## config.mk

```make
export PLATFORM = sky130hd
export DESIGN_NAME = dac_playback_ctrl
export DESIGN_NICKNAME = d
export VERILOG_FILES = /design/src/rtl/dac_pkg.sv /design/src/rtl/dac_sample_fifo.sv /design/src/rtl/dac_playback_ctrl.sv
export SDC_FILE = /design/constraint.sdc
export NUM_CORES = 1
export LEC_CHECK = 0
export BUFFER_PORTS_ARGS = -buffer_cell sky130_fd_sc_hd__buf_2
export CORE_ASPECT_RATIO = 1.4
export CORE_UTILIZATION = 50
export CTS_CLUSTER_DIAMETER = 80
export DETAILED_ROUTE_END_ITERATION = 10
export PLACE_DENSITY = 0.75
export SLEW_MARGIN = 20
export SYNTH_ARGS = -nofsm -noshare
export SYNTH_HDL_FRONTEND = slang
export SYNTH_SLANG_ARGS = --single-unit
```

## constraint.sdc

```tcl
create_clock -name hclk -period 5.9 [get_ports hclk]
set_input_delay 0.885 -clock hclk [delete_from_list [all_inputs] [get_ports hclk]]
set_output_delay 0.885 -clock hclk [all_outputs]
set_load 0.01 [all_outputs]
```

## src/rtl/dac_pkg.sv

```systemverilog
// Shared types and constants for the DAC playback controller.
package dac_pkg;

  typedef enum logic [1:0] {
    ST_IDLE  = 2'd0,
    ST_PRIME = 2'd1,
    ST_RUN   = 2'd2
  } dac_state_e;

  localparam logic [7:0] DAC_MIDSCALE   = 8'h80;
  localparam int         DAC_FIFO_DEPTH = 16;
  localparam int         DAC_UCNT_W     = 16;

endpackage

```

## src/rtl/dac_sample_fifo.sv

```systemverilog
// First-word-fall-through sample FIFO with occupancy output and synchronous flush.
module dac_sample_fifo
  import dac_pkg::*;
#(
  parameter int DEPTH = DAC_FIFO_DEPTH
) (
  input  logic                     clk_i,
  input  logic                     rst_i,
  input  logic                     flush_i,
  input  logic                     push_i,
  input  logic                     pop_i,
  input  logic [7:0]               wdata_i,
  output logic [7:0]               rdata_o,
  output logic [$clog2(DEPTH):0]   level_o,
  output logic                     full_o,
  output logic                     empty_o
);

  localparam int AW = $clog2(DEPTH);
  localparam int LW = AW + 1;

  logic [7:0]    mem_q [DEPTH];
  logic [AW-1:0] wr_ptr_q, rd_ptr_q;
  logic [LW-1:0] level_q;
  logic          wr_en, rd_en;

  // A push into a full FIFO is only taken when a pop frees the slot in the same cycle.
  assign wr_en = push_i && (!full_o || pop_i) && !flush_i;
  assign rd_en = pop_i && !empty_o && !flush_i;

  always_ff @(posedge clk_i or posedge rst_i) begin
    if (rst_i) begin
      wr_ptr_q <= '0;
      rd_ptr_q <= '0;
      level_q  <= '0;
    end else if (flush_i) begin
      wr_ptr_q <= '0;
      rd_ptr_q <= '0;
      level_q  <= '0;
    end else begin
      if (wr_en) wr_ptr_q <= wr_ptr_q + AW'(1);
      if (rd_en) rd_ptr_q <= rd_ptr_q + AW'(1);
      level_q <= level_q + {{(LW-1){1'b0}}, wr_en} - {{(LW-1){1'b0}}, rd_en};
    end
  end

  always_ff @(posedge clk_i) begin
    if (wr_en) mem_q[wr_ptr_q] <= wdata_i;
  end

  assign rdata_o = mem_q[rd_ptr_q];
  assign level_o = level_q;
  assign full_o  = (level_q == LW'(DEPTH));
  assign empty_o = (level_q == '0);

endmodule

```

## src/rtl/dac_playback_ctrl.sv

```systemverilog
// DAC playback controller: buffers samples, primes, then plays one sample per divider period.
// Optional macro DAC_PLAYBACK_UNDERRUN_CNT_EN adds a saturating 16-bit underrun event counter.
module dac_playback_ctrl
  import dac_pkg::*;
#(
  parameter int FIFO_DEPTH = DAC_FIFO_DEPTH,
  parameter int DIV_W      = 16
) (
  input  logic                          hclk,
  input  logic                          hreset,
  input  logic                          enable,
  input  logic [DIV_W-1:0]              rate_div,
  input  logic [$clog2(FIFO_DEPTH):0]   prime_level,
  input  logic                          clr_status,
  input  logic [7:0]                    s_data,
  input  logic                          s_valid,
  output logic                          s_ready,
  output logic [$clog2(FIFO_DEPTH):0]   fifo_level,
  output logic                          running,
  output logic                          underrun,
  output logic [7:0]                    dac_data,
  output logic                          dac_clk,
`ifdef DAC_PLAYBACK_UNDERRUN_CNT_EN
  output logic [DAC_UCNT_W-1:0]         underrun_cnt,
`endif
  output dac_state_e                    dbg_state
);

  localparam int LW = $clog2(FIFO_DEPTH) + 1;

  dac_state_e       state_q, state_d;
  logic [DIV_W-1:0] cnt_q, cnt_d, div_q, div_d;
  logic [DIV_W:0]   clk_thresh;
  logic [7:0]       dac_data_q;
  logic             dac_clk_q, dac_clk_d;
  logic             underrun_q, running_q;

  logic [7:0]       fifo_rdata;
  logic [LW-1:0]    fifo_lvl;
  logic             fifo_full, fifo_empty;
  logic             fifo_push, fifo_pop;

  logic [DIV_W-1:0] div_eff;
  logic [LW-1:0]    prime_eff;
  logic             tick, underrun_evt;

  assign div_eff      = (rate_div == '0) ? DIV_W'(1) : rate_div;
  assign prime_eff    = (prime_level == '0) ? LW'(1) : prime_level;
  assign tick         = (state_q == ST_RUN) && (cnt_q == '0);
  assign fifo_pop     = tick && !fifo_empty && enable;
  assign underrun_evt = tick && fifo_empty && enable;
  assign s_ready      = enable && !fifo_full;
  assign fifo_push    = s_valid && s_ready;

  dac_sample_fifo #(.DEPTH(FIFO_DEPTH)) u_fifo (
    .clk_i   (hclk),
    .rst_i   (hreset),
    .flush_i (!enable),
    .push_i  (fifo_push),
    .pop_i   (fifo_pop),
    .wdata_i (s_data),
    .rdata_o (fifo_rdata),
    .level_o (fifo_lvl),
    .full_o  (fifo_full),
    .empty_o (fifo_empty)
  );

  // The divider is latched at each tick so a rate change applies from the next period.
  always_comb begin
    state_d = state_q;
    cnt_d   = cnt_q;
    div_d   = div_q;
    if (!enable) begin
      state_d = ST_IDLE;
      cnt_d   = '0;
    end else begin
      case (state_q)
        ST_IDLE: state_d = ST_PRIME;
        ST_PRIME: begin
          cnt_d = '0;
          if (fifo_lvl >= prime_eff) state_d = ST_RUN;
        end
        ST_RUN: begin
          if (underrun_evt) begin
            state_d = ST_PRIME;
            cnt_d   = '0;
          end else if (tick) begin
            div_d = div_eff;
            cnt_d = DIV_W'(1);
          end else begin
            cnt_d = (cnt_q >= div_q) ? '0 : cnt_q + DIV_W'(1);
          end
        end
        default: state_d = ST_IDLE;
      endcase
    end
  end

  // dac_clk is computed from next-state values so the register lines up with cnt_q.
  assign clk_thresh = ({1'b0, div_d} + (DIV_W+1)'(1)) >> 1;
  assign dac_clk_d  = (state_d == ST_RUN) && ({1'b0, cnt_d} >= clk_thresh);

  always_ff @(posedge hclk or posedge hreset) begin
    if (hreset) begin
      state_q    <= ST_IDLE;
      cnt_q      <= '0;
      div_q      <= DIV_W'(1);
      dac_data_q <= DAC_MIDSCALE;
      dac_clk_q  <= 1'b0;
      underrun_q <= 1'b0;
      running_q  <= 1'b0;
    end else begin
      state_q   <= state_d;
      cnt_q     <= cnt_d;
      div_q     <= div_d;
      dac_clk_q <= dac_clk_d;
      running_q <= (state_d == ST_RUN);
      if (!enable)       dac_data_q <= DAC_MIDSCALE;
      else if (fifo_pop) dac_data_q <= fifo_rdata;
      if (underrun_evt)    underrun_q <= 1'b1;
      else if (clr_status) underrun_q <= 1'b0;
    end
  end

`ifdef DAC_PLAYBACK_UNDERRUN_CNT_EN
  logic [DAC_UCNT_W-1:0] ucnt_q;

  always_ff @(posedge hclk or posedge hreset) begin
    if (hreset) begin
      ucnt_q <= '0;
    end else if (clr_status) begin
      ucnt_q <= underrun_evt ? DAC_UCNT_W'(1) : '0;
    end else if (underrun_evt && (ucnt_q != '1)) begin
      ucnt_q <= ucnt_q + DAC_UCNT_W'(1);
    end
  end

  assign underrun_cnt = ucnt_q;
`endif

  assign fifo_level = fifo_lvl;
  assign running    = running_q;
  assign underrun   = underrun_q;
  assign dac_data   = dac_data_q;
  assign dac_clk    = dac_clk_q;
  assign dbg_state  = state_q;

endmodule

```

==> results of run 1 <==
## registers in the layout, indices dropped and copies added, names as in the netlist
signal           cells
u_fifo.mem_q       128
cnt_q               16
div_q               16
dac_data             8
u_fifo.level_o       5
u_fifo.rd_ptr_q      4
u_fifo.wr_ptr_q      4
dbg_state            2
dac_clk              1
running              1
underrun             1
## layer usage
metal	global-route usage	up-vias	wire [µm]
met5	0	-	0
met4	0.122	0	843
met3	0.0385	56	757
met2	0.434	165	11800
met1	0.248	2954	7740
li1	-	2717	-
## cell type report
type / instances / area (µm²)
Inverter: 41 / 154
Timing Repair Buffer: 62 / 335
Multi-Input combinational cell: 426 / 3720
Clock buffer: 17 / 425
Fill cell: 1429 / 7730
Clock inverter: 15 / 171
Tap cell: 240 / 300
Sequential cell: 186 / 5300
## synthesized netlist by cell type (all sizes together), types with 4 or more instances
| cell type | count |
|---|---|
| nand2 | 55 |
| xnor2 | 13 |
| nand4 | 19 |
| edfxtp | 128 |
| a21oi | 22 |
| buf | 21 |
| and3 | 6 |
| a21o | 13 |
| inv | 41 |
| nor2 | 38 |
| or3 | 5 |
| o21ai | 21 |
| xor2 | 5 |
| mux4 | 40 |
| mux2i | 8 |
| nand3 | 18 |
| and2 | 4 |
| dfrtp | 56 |
| nor3 | 14 |
| a22o | 10 |
| a41o | 11 |
| nor4 | 11 |
| ha | 55 |
| nand2b | 9 |
| or2 | 4 |
| clkbuf | 8 |
## power by group
part	internal [mW]	switching, mW	leakage [nW]
combinational	0.246	0.376	1.84
clock	0.610	0.546	0.291
sequential	1.47	0.0659	1.92
total	2.33	0.987	4.05
## logic make-up after synthesis
group	after synthesis	share of synthesized area
simple gates	195	0.114
flops	186	0.567
compound gates	107	0.0834
buf+inv	70	0.0351
fa+ha+maj	56	0.0758
mux	50	0.109
xor+xnor	18	0.0169
## worst min path at each step
stage / end / start / slack [ns]
5_1_grt: dac_data[7] / dac_data[7] / 0.52
3_3_place_gp: dac_data[7] / dac_data[7] / 0.50
6_report: dac_data[7] / dac_data[7] / 0.52
3_5_place_dp: dac_data[7] / dac_data[7] / 0.50
2_1_floorplan: dac_data[7] / dac_data[7] / 0.49
4_1_cts: dac_data[7] / dac_data[7] / 0.51
## worst max-delay path, delay by kind of cell (launching register included)
family	cells	cell delay (ns)
simple gates	6	1.47
flops	1	0.45
mux	1	0.32
compound gates	6	1.48
fa+ha+maj	3	0.78
buf+inv	1	0.12
==> results.json, run 1 <==
{
  "cp_cell_sequence": "inv_1, ha_1, nor4b_2, and4_1, nand3_4, o21ai_0, ha_1, and3_1, nand4_1, mux2_2, o21ai_0, ha_1, a2111oi_0, o21ai_0, a221oi_1, o211a_1, nor4_1",
  "pre_cts_ws_ns": 1.15,
  "post_drt_wl_per_cell_um": 21.4,
  "gp_congestion": 0.891,
  "critical_path_peak_fanout": 13,
  "vias_per_cell": 5.97,
  "synth.area.top_cells": "edfxtp_1, dfrtp_1, mux4_2",
  "hp-class": "reg2reg",
  "drt-pass1-iter-count": 4,
  "fin_ws_ns": 1.17,
  "numCtsBuffers": 17,
  "antenna_cells": 0,
  "worst_pin_slew_ns": 0.989,
  "rr_startpoint": "dbg_state[0]",
  "die_area_um2": 19300,
  "drtAntennaViolNets": 0,
  "finalHoldViolCount": 0,
  "ctsHoldBuffers": 0,
  "grt.overflow.total": 0,
  "holdWs_ns": 0.516,
  "drt_iter0_markers": 504,
  "grt_pass1_vias": 6151,
  "setup_viol": 0,
  "cts_setup_buffers": 0,
  "cap_violations": 0,
  "finalPower_mw": 3.32,
  "grt_pass1_wl_um": 33200,
  "synth_cell_types": 70,
  "status": "finished, final reports clean",
  "power_leakage_nw": 4.05,
  "ir_drop_v": 0.000272,
  "required_ns": 6.21,
  "synth_edf_count": 128,
  "postPlaceCellArea_um2": 9810,
  "cp_slowest_stage_delay_ns": 0.45,
  "slew_viol_final": 0,
  "power_density_nw_per_um2": 319,
  "layout-drive-gt1-share": 0.217,
  "grt.total_usage": 0.231,
  "cp-startpoint": "dbg_state[0]",
  "synth_warnings": 0,
  "syn_avg_cell_area_um2": 13.7,
  "coreArea_um2": 18100,
  "rows": 58,
  "synth.top_cell.area_share": 0.411,
  "routed_wl_um": 21200,
  "hold_path_depth": 2,
  "critPathSlowestCell": "dfrtp_1",
  "cts_max_level": 4,
  "timing.rr.end": "dac_clk",
  "finalInstanceArea_um2": 10400,
  "ys_seq_elements": 186,
  "cts_resized": 0,
  "dp_hpwl_um": 15400,
  "tns_ns": 0,
  "cts_tree": "yes",
  "arrival_ns": 5.04,
  "port_buffers": 52,
  "relSlewSlack": 0.338,
  "min_period_ns": 4.73,
  "clock_sinks": 186,
  "yosysSeqAreaShare": 0.567,
  "async_flop_share": 0.312,
  "end_kind": "flop",
  "yosysTopAreaCell": "edfxtp_1",
  "final_nets": 824,
  "syn_to_final_growth_pct": 11.3,
  "final_cell_mix": "edfxtp_1, ha_1, dfrtp_1, nand2_1, buf_2",
  "fp.dieW_um": 118,
  "antenna_found_initial": 0,
  "worst_skew_pair.late_latency_ns": 0.44,
  "final_core_util": 0.574,
  "clockBufferDepth": 2,
  "clock.fmax_mhz": 212,
  "final_common_cell": "edfxtp_1",
  "grt_max_degree": 59,
  "rsz0062_at_grt": "no",
  "syn_inst": 682,
  "ioPinCount": 53,
  "initial_utilization": 0.515,
  "die_h_um": 164,
  "syn_area_um2": 9350,
  "finClkSkew_ns": 0.00813,
  "endpoint": "dac_clk",
  "drc": 0,
  "crit_type": "reg2reg",
  "r2r_cells": 17,
  "synthFlopType": "edfxtp_1",
  "clockRootBuffer": "clkbuf_16",
  "via_count": 5892,
  "dp_cells": 955,
  "synth_fp_nets": 772,
  "clkSlewWorstSetupHoldPaths_ns": 0.07,
  "finalCritPeriodShare": 0.801,
  "fin_cells": 987,
  "r2r_slack_ns": 1.17,
  "cp-start-kind": "flop"
}
No activity file was read; power rests on OpenSTA's default activity.
==> run 2: changes to the inputs <==
Settings changed: PLACE_DENSITY 0.75 to 0.78.
Clock period 5.9 ns to 4.24 ns, I/O delays scaled along.
==> results.json, run 2 (synthesized netlist as in run 1, its figures left out) <==
{
  "cp_cell_sequence": "buf_4, ha_1, a211oi_1, nand2_1, a31oi_1, o221a_2, and4_1, a22o_1, ha_1, a21o_1, a2111oi_2, o21ai_1, a221oi_2, o211a_1, nor4_2",
  "required_ns": 4.55,
  "slew_viol_final": 0,
  "worst_pin_slew_ns": 0.947,
  "finalCritPeriodShare": 0.970,
  "top_regs": "u_fifo.mem_q x128, cnt_q x16, div_q x16",
  "end_kind": "flop",
  "cts_max_level": 4,
  "hp-class": "in2async",
  "finalPower_mw": 4.73,
  "drt-pass1-iter-count": 5,
  "finClkSkew_ns": 0.0130,
  "seqPwrFrac": 0.452,
  "status": "finished, final reports clean",
  "cp_slowest_stage_delay_ns": 0.41,
  "final_nets": 864,
  "busiest_layer": "met2",
  "ioPinCount": 53,
  "clockRootBuffer": "clkbuf_16",
  "gp_congestion": 0.969,
  "numCtsBuffers": 17,
  "die_area_um2": 19300,
  "relSlewSlack": 0.367,
  "clockBufferDepth": 2,
  "cap_violations": 0,
  "initial_utilization": 0.515,
  "ctsHoldBuffers": 0,
  "die_h_um": 164,
  "grt_pass1_vias": 6573,
  "swShare": 0.307,
  "routed_wl_um": 22000,
  "syn_to_final_growth_pct": 15.6,
  "fillCellCount": 1355,
  "crit_type": "reg2reg",
  "grt.total_usage": 0.238,
  "met2_usage": 0.432,
  "critical_path_peak_fanout": 9,
  "pwr-share-clk": 0.346,
  "drtAntennaViolNets": 0,
  "grt_pass1_wl_um": 34600,
  "vias_per_cell": 6.15,
  "post_drt_wl_per_cell_um": 21.4,
  "p_switching_mw": 1.45,
  "ir_drop_v": 0.000373,
  "min_period_ns": 4.11,
  "grt.overflow.total": 0,
  "clkSlewWorstSetupHoldPaths_ns": 0.08,
  "grt_max_degree": 38,
  "largest_reg_flops": 128,
  "postPlaceCellArea_um2": 10100,
  "largest_register": "u_fifo.mem_q",
  "cts_tree": "yes",
  "seq_area_um2": 5300,
  "setup_viol": 0,
  "cp-start-kind": "flop",
  "port_buffers": 52,
  "met3_usage": 0.0358,
  "power_density_nw_per_um2": 438,
  "final_common_cell": "edfxtp_1",
  "layout-drive-gt1-share": 0.266,
  "worst_skew_pair.late_latency_ns": 0.44,
  "dp_hpwl_um": 15800,
  "antenna_found_initial": 0,
  "arrival_ns": 4.42,
  "coreArea_um2": 18100,
  "multiInputGateArea_um2": 3780,
  "clock_sinks": 186,
  "clock.fmax_mhz": 243,
  "via_count": 6316,
  "final_cell_mix": "edfxtp_1, dfrtp_1, nand2_1, ha_1, buf_2",
  "antenna_cells": 0,
  "rows": 58,
  "combPwrFrac": 0.202,
  "finalInstanceArea_um2": 10800,
  "critPathSlowestCell": "dfrtp_1",
  "cpMostUsedCell": "ha_1",
  "p_int_mw": 3.28,
  "finalHoldViolCount": 0,
  "drt_iter0_markers": 611,
  "met1_usage": 0.264,
  "fp.dieW_um": 118,
  "power_leakage_nw": 4.29,
  "drc": 0,
  "final_core_util": 0.596
}
## run 2: cell count changes in the layout (fill, tap and decap cells not counted), moves of 2 or more
cell and delta:
inv_8 -3, nor4b_4 +2, buf_4 +40, o21ai_0 -3
clkinv_8 +6, inv_12 +2, nor4b_2 -2, o21ai_1 +3
clkinvlp_4 -2
## run 2: critical path, delay by kind of cell (launching register included)
family,cells,cell delay (ns)
compound gates,9,2.39
fa+ha+maj,2,0.59
buf+inv,1,0.17
flops,1,0.41
simple gates,3,0.41
## run 2: worst paths after layout
kind	start	to	slack, ns	cells past startpoint
min in group hclk	clr_status	underrun	0.40	2
hold reg to reg	dac_data[7]	dac_data[7]	0.52	2
max in group asynchronous	hreset	dac_data[7]	3.03	3
setup / recovery	cnt_q[3]	dac_clk	0.13	15
hold / removal	hreset	running	0.35	2
setup reg to reg	cnt_q[3]	dac_clk	0.13	15
## run 2: final cells by class
cell class              count  share of cell area
clock inverters            15              0.0193
clock buffers              17              0.0394
multi-input cells         426               0.350
repair buffers            102              0.0588
flip-flops and latches    186               0.490
well taps                 240              0.0278
inverters                  41              0.0142
## run 2: per-layer routing
metal  share of wire  vias to the layer above
li1                -                     2810
met1            0.36                     3172
met2            0.54                      253
met3           0.041                       81
met4           0.054                        0
met5               0                        -
## run 2: timing repair
action | in CTS | in global routing
cloned | 0 | 0
pin swaps | 1 | 4
buffers inserted | 0 | 3
endpoints found under the setup margin | 1 | 1
resized for setup | 3 | 12
## run 2: through the flow
| step | setup TNS, ns | setup slack, ns | std cells | hold slack (ns) |
|---|---|---|---|---|
| after floorplan | 0 | 0.137 | 682 | 0.489 |
| after global placement | 0 | 0.114 | 992 | 0.505 |
| after detailed placement | -0.112 | -0.112 | 992 | 0.503 |
| after CTS | 0 | 0.0308 | 1024 | 0.380 |
| after global routing | -0.000852 | -0.000852 | 1027 | 0.402 |
| final | 0 | 0.126 | 1027 | 0.353 |
## run 2: power by group through the flow
stage | Combinational, mW | Sequential, mW | Clock (mW)
after floorplan | 0.594 | 2.16 | 0
after global placement | 0.860 | 2.17 | 0
after detailed placement | 0.907 | 2.18 | 0
after CTS | 0.929 | 2.14 | 1.67
after global routing | 1.05 | 2.15 | 1.73
final | 0.955 | 2.14 | 1.64
